File: src/rtl/ps2_host_tx.sv
// PS/2 host-to-device transmitter.
// Sends one command byte over the open-drain PS2_CLK/PS2_DAT lines. The frame
// is start(0), data[7:0] LSB first, odd parity, stop(1). The device ACK is
// sampled on the 11th device-generated falling clock edge.
module ps2_host_tx #(
    parameter int unsigned CLK_FREQ_HZ      = 50_000_000,
    parameter int unsigned INHIBIT_US       = 100,
    parameter int unsigned START_TIMEOUT_US = 15000,
    parameter int unsigned FRAME_TIMEOUT_US = 2000
) (
    input  logic       CLOCK_50,
    input  logic       resetn,
    input  logic [7:0] tx_data,
    input  logic       tx_valid,
    output logic       tx_ready,
    input  logic       ps2_clk_in,
    input  logic       ps2_dat_in,
    output logic       ps2_clk_oe,
    output logic       ps2_dat_oe,
    output logic       busy,
    output logic       tx_done,
    output logic       tx_error
);

    localparam int unsigned CYC_PER_US  = CLK_FREQ_HZ / 1_000_000;
    localparam int unsigned INHIBIT_CYC = CYC_PER_US * INHIBIT_US;
    localparam int unsigned START_CYC   = CYC_PER_US * START_TIMEOUT_US;
    localparam int unsigned FRAME_CYC   = CYC_PER_US * FRAME_TIMEOUT_US;
    localparam int unsigned PH_MAX      = (START_CYC > INHIBIT_CYC) ? START_CYC : INHIBIT_CYC;
    localparam int unsigned PH_W        = $clog2(PH_MAX + 1);
    localparam int unsigned FR_W        = $clog2(FRAME_CYC + 1);

    typedef enum logic [2:0] {
        S_IDLE,
        S_INHIBIT,
        S_REQ,
        S_SEND,
        S_WAIT_IDLE,
        S_ERROR
    } state_t;

    state_t          state_q, state_d;
    logic [PH_W-1:0] ph_cnt_q, ph_cnt_d;
    logic [FR_W-1:0] fr_cnt_q, fr_cnt_d;
    logic [9:0]      shift_q, shift_d;
    logic            cur_bit_q, cur_bit_d;
    logic [3:0]      idx_q, idx_d;

    logic clk_s1_q, clk_s2_q, clk_prev_q, fall_q;
    logic dat_s1_q, dat_s2_q;

    // Synchronise the raw lines and register device clock falling edges.
    always_ff @(posedge CLOCK_50 or negedge resetn) begin
        if (!resetn) begin
            clk_s1_q   <= 1'b1;
            clk_s2_q   <= 1'b1;
            clk_prev_q <= 1'b1;
            fall_q     <= 1'b0;
            dat_s1_q   <= 1'b1;
            dat_s2_q   <= 1'b1;
        end else begin
            clk_s1_q   <= ps2_clk_in;
            clk_s2_q   <= clk_s1_q;
            clk_prev_q <= clk_s2_q;
            fall_q     <= clk_prev_q & ~clk_s2_q;
            dat_s1_q   <= ps2_dat_in;
            dat_s2_q   <= dat_s1_q;
        end
    end

    // State, counters and frame shift register.
    always_ff @(posedge CLOCK_50 or negedge resetn) begin
        if (!resetn) begin
            state_q   <= S_IDLE;
            ph_cnt_q  <= '0;
            fr_cnt_q  <= '0;
            shift_q   <= '1;
            cur_bit_q <= 1'b1;
            idx_q     <= '0;
        end else begin
            state_q   <= state_d;
            ph_cnt_q  <= ph_cnt_d;
            fr_cnt_q  <= fr_cnt_d;
            shift_q   <= shift_d;
            cur_bit_q <= cur_bit_d;
            idx_q     <= idx_d;
        end
    end

    // Next-state logic and line/handshake outputs.
    always_comb begin
        state_d    = state_q;
        shift_d    = shift_q;
        cur_bit_d  = cur_bit_q;
        idx_d      = idx_q;
        tx_ready   = 1'b0;
        busy       = 1'b1;
        ps2_clk_oe = 1'b0;
        ps2_dat_oe = 1'b0;
        tx_done    = 1'b0;
        tx_error   = 1'b0;

        case (state_q)
            S_IDLE: begin
                tx_ready = 1'b1;
                busy     = 1'b0;
                if (tx_valid) begin
                    shift_d   = {1'b1, ~^tx_data, tx_data};
                    cur_bit_d = 1'b0;
                    idx_d     = '0;
                    state_d   = S_INHIBIT;
                end
            end
            S_INHIBIT: begin
                ps2_clk_oe = 1'b1;
                if (ph_cnt_q == PH_W'(INHIBIT_CYC - 1)) state_d = S_REQ;
            end
            S_REQ: begin
                // cur_bit_q is the start bit here, so the data line is pulled low.
                ps2_dat_oe = ~cur_bit_q;
                if (fall_q) begin
                    cur_bit_d = shift_q[0];
                    shift_d   = {1'b1, shift_q[9:1]};
                    idx_d     = 4'd1;
                    state_d   = S_SEND;
                end else if (ph_cnt_q == PH_W'(START_CYC - 1)) begin
                    state_d = S_ERROR;
                end
            end
            S_SEND: begin
                ps2_dat_oe = ~cur_bit_q;
                if (fall_q) begin
                    if (idx_q == 4'd10) begin
                        state_d = dat_s2_q ? S_ERROR : S_WAIT_IDLE;
                    end else begin
                        cur_bit_d = shift_q[0];
                        shift_d   = {1'b1, shift_q[9:1]};
                        idx_d     = idx_q + 4'd1;
                    end
                end else if (fr_cnt_q == FR_W'(FRAME_CYC - 1)) begin
                    state_d = S_ERROR;
                end
            end
            S_WAIT_IDLE: begin
                if (clk_s2_q && dat_s2_q) begin
                    tx_done = 1'b1;
                    state_d = S_IDLE;
                end else if (fr_cnt_q == FR_W'(FRAME_CYC - 1)) begin
                    state_d = S_ERROR;
                end
            end
            S_ERROR: begin
                tx_error = 1'b1;
                state_d  = S_IDLE;
            end
            default: state_d = S_IDLE;
        endcase

        // Phase counter restarts on every state change; frame counter only when
        // the frame begins, so it keeps covering WAIT_IDLE.
        if (state_d != state_q)
            ph_cnt_d = '0;
        else if (ph_cnt_q != PH_W'(PH_MAX))
            ph_cnt_d = ph_cnt_q + PH_W'(1);
        else
            ph_cnt_d = ph_cnt_q;

        if (state_d == S_SEND && state_q != S_SEND)
            fr_cnt_d = '0;
        else if (fr_cnt_q != FR_W'(FRAME_CYC))
            fr_cnt_d = fr_cnt_q + FR_W'(1);
        else
            fr_cnt_d = fr_cnt_q;
    end

endmodule

File: config.mk
export PLATFORM = sky130hd
export DESIGN_NAME = ps2_host_tx
export DESIGN_NICKNAME = d
export VERILOG_FILES = /design/src/rtl/ps2_host_tx.sv
export SDC_FILE = /design/constraint.sdc
export NUM_CORES = 1
export LEC_CHECK = 0
export ABC_AREA = 1
export BUFFER_PORTS_ARGS = -buffer_cell sky130_fd_sc_hd__buf_2
export CAP_MARGIN = 20
export CORE_ASPECT_RATIO = 0.75
export CORE_MARGIN = 4
export CORE_UTILIZATION = 55
export DETAILED_ROUTE_END_ITERATION = 10
export PLACE_DENSITY = 0.73
export SLEW_MARGIN = 40
export SYNTH_ARGS = -nofsm -noshare
export SYNTH_HDL_FRONTEND = slang
export SYNTH_SLANG_ARGS = --single-unit
File: constraint.sdc
create_clock -name CLOCK_50 -period 3.8 [get_ports CLOCK_50]
set_input_delay 0.57 -clock CLOCK_50 [delete_from_list [all_inputs] [get_ports CLOCK_50]]
set_output_delay 0.57 -clock CLOCK_50 [all_outputs]
set_load 0.02 [all_outputs]
# Word-level counts from Yosys, hierarchy flattened
# Index checks and enable logic that the tools add are counted.
dict set report totals {
  register_bits 61
  wordCells 81
  out_inout_bits 6
  inputBits 13
}
dict set report op_classes {
  eq_ne 18
  mux 36
  bitwise_logic 3
  reduce_logical 9
  addsub 3
}
# cell n
set ops {}
lappend ops {{two-way mux 10 bit} 4}
lappend ops {{two-way mux 20 bit} 2}
lappend ops {{two-way mux 17 bit} 2}
lappend ops {{case mux 10 bit (3 select lines)} 1}
lappend ops {{two-way mux 3 bit} 8}
lappend ops {{adder 20 x 1 -> 20 bit, second input constant} 1}
lappend ops {{== test 20 x 13 -> 1 bit, second input constant} 1}
lappend ops {{== test 20 bit, second input constant} 1}
lappend ops {{!= test 20 bit, second input constant} 1}
lappend ops {{adder 17 x 1 -> 17 bit, second input constant} 1}
lappend ops {{== test 17 bit, second input constant} 1}
lappend ops {{!= test 17 bit, second input constant} 1}
lappend ops {{two-way mux 4 bit} 4}
lappend ops {{case mux 3 bit (5 select lines)} 1}
lappend ops {{two-way mux 1 bit} 12}
lappend ops {{case mux 4 bit (3 select lines)} 1}
lappend ops {{== test 3 x 2 -> 1 bit, second input constant} 3}
lappend ops {{!= test 2 bit, second input constant} 4}
lappend ops {{XNOR reduction 8 bit} 1}
lappend ops {{== test 3 bit, second input constant} 2}
lappend ops {{AND reduction 5 bit} 1}
lappend ops {{adder 4 x 1 -> 4 bit, second input constant} 1}
lappend ops {{== test 4 bit, second input constant} 1}
lappend ops {{nonzero test 2 bit} 2}
lappend ops {{other kinds (10)} 12}

# Longest topological paths before layout
dict set report depth {
  ltp_word 7
  mapped_depth 15
  depth_no_buf 14
}

# Worst setup path after synthesis
# No wires, ideal clock.
dict set report synth_timing {
  path_type {reg2reg}
  startpoint {register ph_cnt_q[1]}
  endpoint {register ph_cnt_q[16]}
  synth_period_minus_slack_ns 1.754
  t_arrival_ns 1.634
  stages_incl_launch_ff 12
  setup_time_ns 0.120
  path_buffers 0
  required_time_ns 3.680
  slack_ns 2.046
  cell_sequence {dfrtp_1 ha_1 nand2_1 nor2_2 nand2_1 nor2_2 nand3_1 nor2_2 nand2_1 nor2_1 xor2_1 nor2_2}
}
dict set report synth_via {
  elab_chain_cells 6
  elab_cells_between_ends 12
  classes_between {add/sub: 1; eq/ne: 4; mux: 6; reduce/logical: 1}
}
# item line_no
set synth_rtl {}
lappend synth_rtl {{start: declaration} 43} ;# logic [PH_W-1:0] ph_cnt_q, ph_cnt_d;
lappend synth_rtl {{start signal: assignment} 82} ;# ph_cnt_q <= ph_cnt_d;
lappend synth_rtl {{== test 20 bit} 126} ;# end else if (ph_cnt_q == PH_W'(START_CYC - 1)) begin
lappend synth_rtl {{two-way mux 3 bit} 126}
lappend synth_rtl {{two-way mux 3 bit} 121} ;# if (fall_q) begin
lappend synth_rtl {{case mux 3 bit (5 select lines)} 103} ;# case (state_q)
lappend synth_rtl {{!= test 3 bit} 161} ;# if (state_d != state_q)
lappend synth_rtl {{two-way mux 20 bit / nonzero test 2 bit (equally long branches)} -}
# Parallel ways exist; a longest one is shown, timed or not. The select of a mux whose other input is x is not followed.
# A chain may end at the register's enable or synchronous reset.

# Final worst setup path
dict set report layout_timing {
  startpoint {register idx_q[0]}
  endpoint {register ph_cnt_q[8]}
}
dict set report layout_via {
  elab_chain_cells 6
  elab_cells_between_ends 7
  classes_between {eq/ne: 2; mux: 4; reduce/logical: 1}
}
# item line_no
set layout_rtl {}
lappend layout_rtl {{start: declaration} 47} ;# logic [3:0] idx_q, idx_d;
lappend layout_rtl {{start signal: assignment} 86} ;# idx_q <= idx_d;
lappend layout_rtl {{== test 4 bit (*)} 133} ;# if (idx_q == 4'd10) begin
lappend layout_rtl {{two-way mux 3 bit (*)} 133}
lappend layout_rtl {{two-way mux 3 bit (*)} 132} ;# if (fall_q) begin
lappend layout_rtl {{case mux 3 bit (5 select lines) (*)} 103}
lappend layout_rtl {{!= test 3 bit (*)} 161}
lappend layout_rtl {{two-way mux 20 bit / nonzero test 2 bit (equally long branches)} -}
# Every way passes the cells marked *; elsewhere a longest branch is shown, timed or not.

==> run summary <==
Status -> complete, no violations
Post-layout total power -> 1.271 mW
Max-capacitance violation count -> 0
Total routed wirelength -> 6982 um
Post-synthesis cell type with the largest combined area -> sky130_fd_sc_hd__dfrtp_1
Worst stage delay on the critical path -> 0.46 ns
Sw Share -> 21.69%
Cell area power density -> 333.9 nW/um2
Post-synthesis to final-layout area growth -> 10.61%
Number of setup violations in the final report -> 0
Sequential share of power -> 50.8%
Mean number of vias per cell -> 5.227
Number of standard-cell rows in the floorplan -> 24
Drt first-iter violations -> 191
Clock network fraction of design power -> 46.3%
CORE AREA -> 5946 um2
Setup repair after global routing missed its margin -> false
Class of the most critical hold timing path -> primary input to async pin
Ys async rst share -> 100.0%
Clock latency at the later pin of the worst-skew pair -> 0.34 ns
Cell Chain, Critical Path -> inv_1 -> ha_1 -> nand2_1 -> nor2_1 -> nand2_1 -> nand2_1 -> inv_1 -> nor2_1 -> nand3_1 -> nand2_1 -> nor2_1 -> nand2_2 -> nor2_2
Slowest cell on the critical path -> sky130_fd_sc_hd__nand2_2
Most instantiated cells after synthesis -> sky130_fd_sc_hd__nand2_1 (79), sky130_fd_sc_hd__nor2_1 (69), sky130_fd_sc_hd__inv_1 (56)
Critical path data arrival time -> 2.51 ns
Clk_skew -> 0.007671 ns
Setup WS pre-CTS -> 1.556 ns
Port buffer count -> 18
Total leakage power -> 1.832 nW
Average wire per cell in the routed design -> 12.69 um
Synth top area share -> 32.72%
EDFF count, synth -> 0
Die footprint -> 7601 um2
CP dominant cell by count -> sky130_fd_sc_hd__nand2_1
WS Path Type -> register to register
Utilization after layout -> 64.04%
Clk Tree Root Cell -> sky130_fd_sc_hd__clkbuf_8
DRT Pass-1 Iters -> 5
Number of antenna violations at the first check in global routing -> 0
Critical Path Sink Type -> register
Seq cells post-synth -> 60
Highest fanout seen on the critical path -> 20
Number of max-slew violations in the final report -> 0
Headroom to the max-slew limit -> 58.73%
Number of nets in the finished design -> 486
DRC -> 0
First-pass GRT wire length -> 12010 um
Final worst path period share -> 60.62%
Starting density of the core -> 57.89%
Leading cell type by number of instances after synthesis -> sky130_fd_sc_hd__nand2_1
Worst-Margin Slew -> 0.6168 ns
Net count after synthesis -> 461
Total buffers and inverters traversed by the critical path -> 2
Total congestion overflow -> 0
Layout cells sized above 1 -> 19.92%
IR drop worst, VDD -> 0.2295 mV
Resized cells post-CTS -> 0
Area of all placed cells without fillers -> 3807 um2
Clock tree from TritonCTS -> done
Internal Power -> 995.5 uW
Final-layout setup total negative slack -> 0 ns
Hold-fix buffer count after cts -> 0
Die width -> 99.35 um
Syn Std Cell Area -> 3442 um2
Sinks on the clock net -> 60
All-Layer GR Usage -> 19.69%
Sequential area share after synthesis -> 44.17%
Highest achievable clock rate -> 434.1 MHz
Number of nets with antenna violations after routing -> 0
Time the worst path needs with I/O delays and setup -> 2.304 ns
H-tree lvl count -> 3
CTS clk-pin slew, worst paths -> 0.07 ns
Count of buffers added by post-CTS timing repair for setup -> 0
Post-detailed-placement half-perimeter wirelength -> 4936 um
Switching power total -> 275.8 uW
Die H -> 76.51 um
Filler instances -> 506
Number of top-level pins -> 19
Cell types with the largest area share after synthesis -> sky130_fd_sc_hd__dfrtp_1 (33%), sky130_fd_sc_hd__dfstp_2 (11%), sky130_fd_sc_hd__nand2_1 (8.6%)
Ant. Diodes -> 0
Logic gate share of total power -> 2.9%
Critical Path Start Type -> register
Count of synthesis-stage warnings from yosys -> 0
Placed Instance Area -> 3605 um2
Synthesized instance count -> 442
Mean cell area of the mapped netlist -> 7.787 um2
Maximum number of pins on one net before global-route repair -> 45
Synth unique cells -> 30
Max clock buf depth -> 2
Endpoint required time on the critical path -> 4.00 ns
Global placement routability congestion -> 0.8422
Total via count in the routed design -> 2875
Final Hold Viols -> 0
Kind of cell adding the most delay to the critical path -> simple AND/OR/NAND/NOR gates
Via count of the first global-routing pass -> 2597
Most instantiated flip-flop cell in the synthesis netlist -> sky130_fd_sc_hd__dfrtp_1
Setup ws final -> 1.496 ns
Total CTS buffers -> 9
## routing by layer
layer	vias to the layer above	wire, um	global-route usage, %
li1	1448	-	-
met1	1345	3472	28.55
met2	73	3058	28.69
met3	9	368	5.398
met4	0	84	5.730
met5	-	0	0
## through the flow
| stage | hold WS [ns] | instances |
|---|---|---|
| after floorplan | 0.2744 | 442 |
| after global placement | 0.3462 | 534 |
| after detailed placement | 0.3470 | 534 |
| after CTS | 0.2298 | 550 |
| after global routing | 0.2582 | 550 |
| final | 0.2141 | 550 |
## final timing paths
| path | startpoint | end | slack, ns | cells after the start |
|---|---|---|---|---|
| max reg2reg | idx_q[0] | ph_cnt_q[8] | 1.50 | 13 |
| min reg2reg | dat_s1_q | dat_s2_q | 0.36 | 0 |
| max | idx_q[0] | ph_cnt_q[8] | 1.50 | 13 |
| min in group CLOCK_50 | ps2_dat_in | dat_s1_q | 0.33 | 1 |
| max in group asynchronous | resetn | shift_q[5] | 2.86 | 2 |
| min | resetn | fr_cnt_q[5] | 0.21 | 1 |
## sequential cells by signal, summed over array words and instances, names as in the netlist
register and count:
clk_s2_q 1, idx_q 4, clk_s1_q 1, fall_q 1, shift_q 9, dat_s2_q 1
fr_cnt_q 17, cur_bit_q 1, state_q 3, clk_prev_q 1, dat_s1_q 1, ph_cnt_q 20
## power groups by stage
stage / Clock, mW / Combinational (mW) / Sequential, mW
3_5_place_dp: 0 / 0.0381 / 0.658
6_report: 0.588 / 0.0369 / 0.646
3_3_place_gp: 0 / 0.0371 / 0.657
5_1_grt: 0.635 / 0.0426 / 0.646
4_1_cts: 0.602 / 0.0385 / 0.646
2_1_floorplan: 0 / 0.0141 / 0.657
## placed cells by master (no fill, tap or decap), drive strengths merged, types with 12 or more instances in the layout
cell type / count
nor2: 98
nand3: 26
xnor2: 13
dfstp: 15
a21oi: 12
dfrtp: 45
nor3: 12
buf: 19
clkbuf: 12
nand2: 88
xor2: 13
inv: 63
## layout make-up
| cell class | count | area (um2) | area share [%] |
|---|---|---|---|
| multi-input cells | 313 | 1647 | 43.25 |
| flip-flops and latches | 60 | 1520 | 39.93 |
| inverters | 64 | 240.2 | 6.310 |
| clock buffers | 12 | 155.1 | 4.075 |
| repair buffers | 19 | 100.1 | 2.629 |
| well taps | 78 | 97.59 | 2.563 |
| clock inverters | 4 | 47.55 | 1.249 |
## cell families (layout without fill, tap and decap cells)
kind of cell | Yosys count | count (layout) | share of synthesized area (%)
adders and majority gates | 6 | 6 | 2.181
AOI/OAI and AO/OA | 35 | 35 | 5.707
buffers and inverters | 69 | 99 | 7.997
xor gates and xnor gates | 26 | 26 | 6.616
and+or+nand+nor | 246 | 246 | 33.33
DFF | 60 | 60 | 44.17
(Power assumes the default switching activity.)
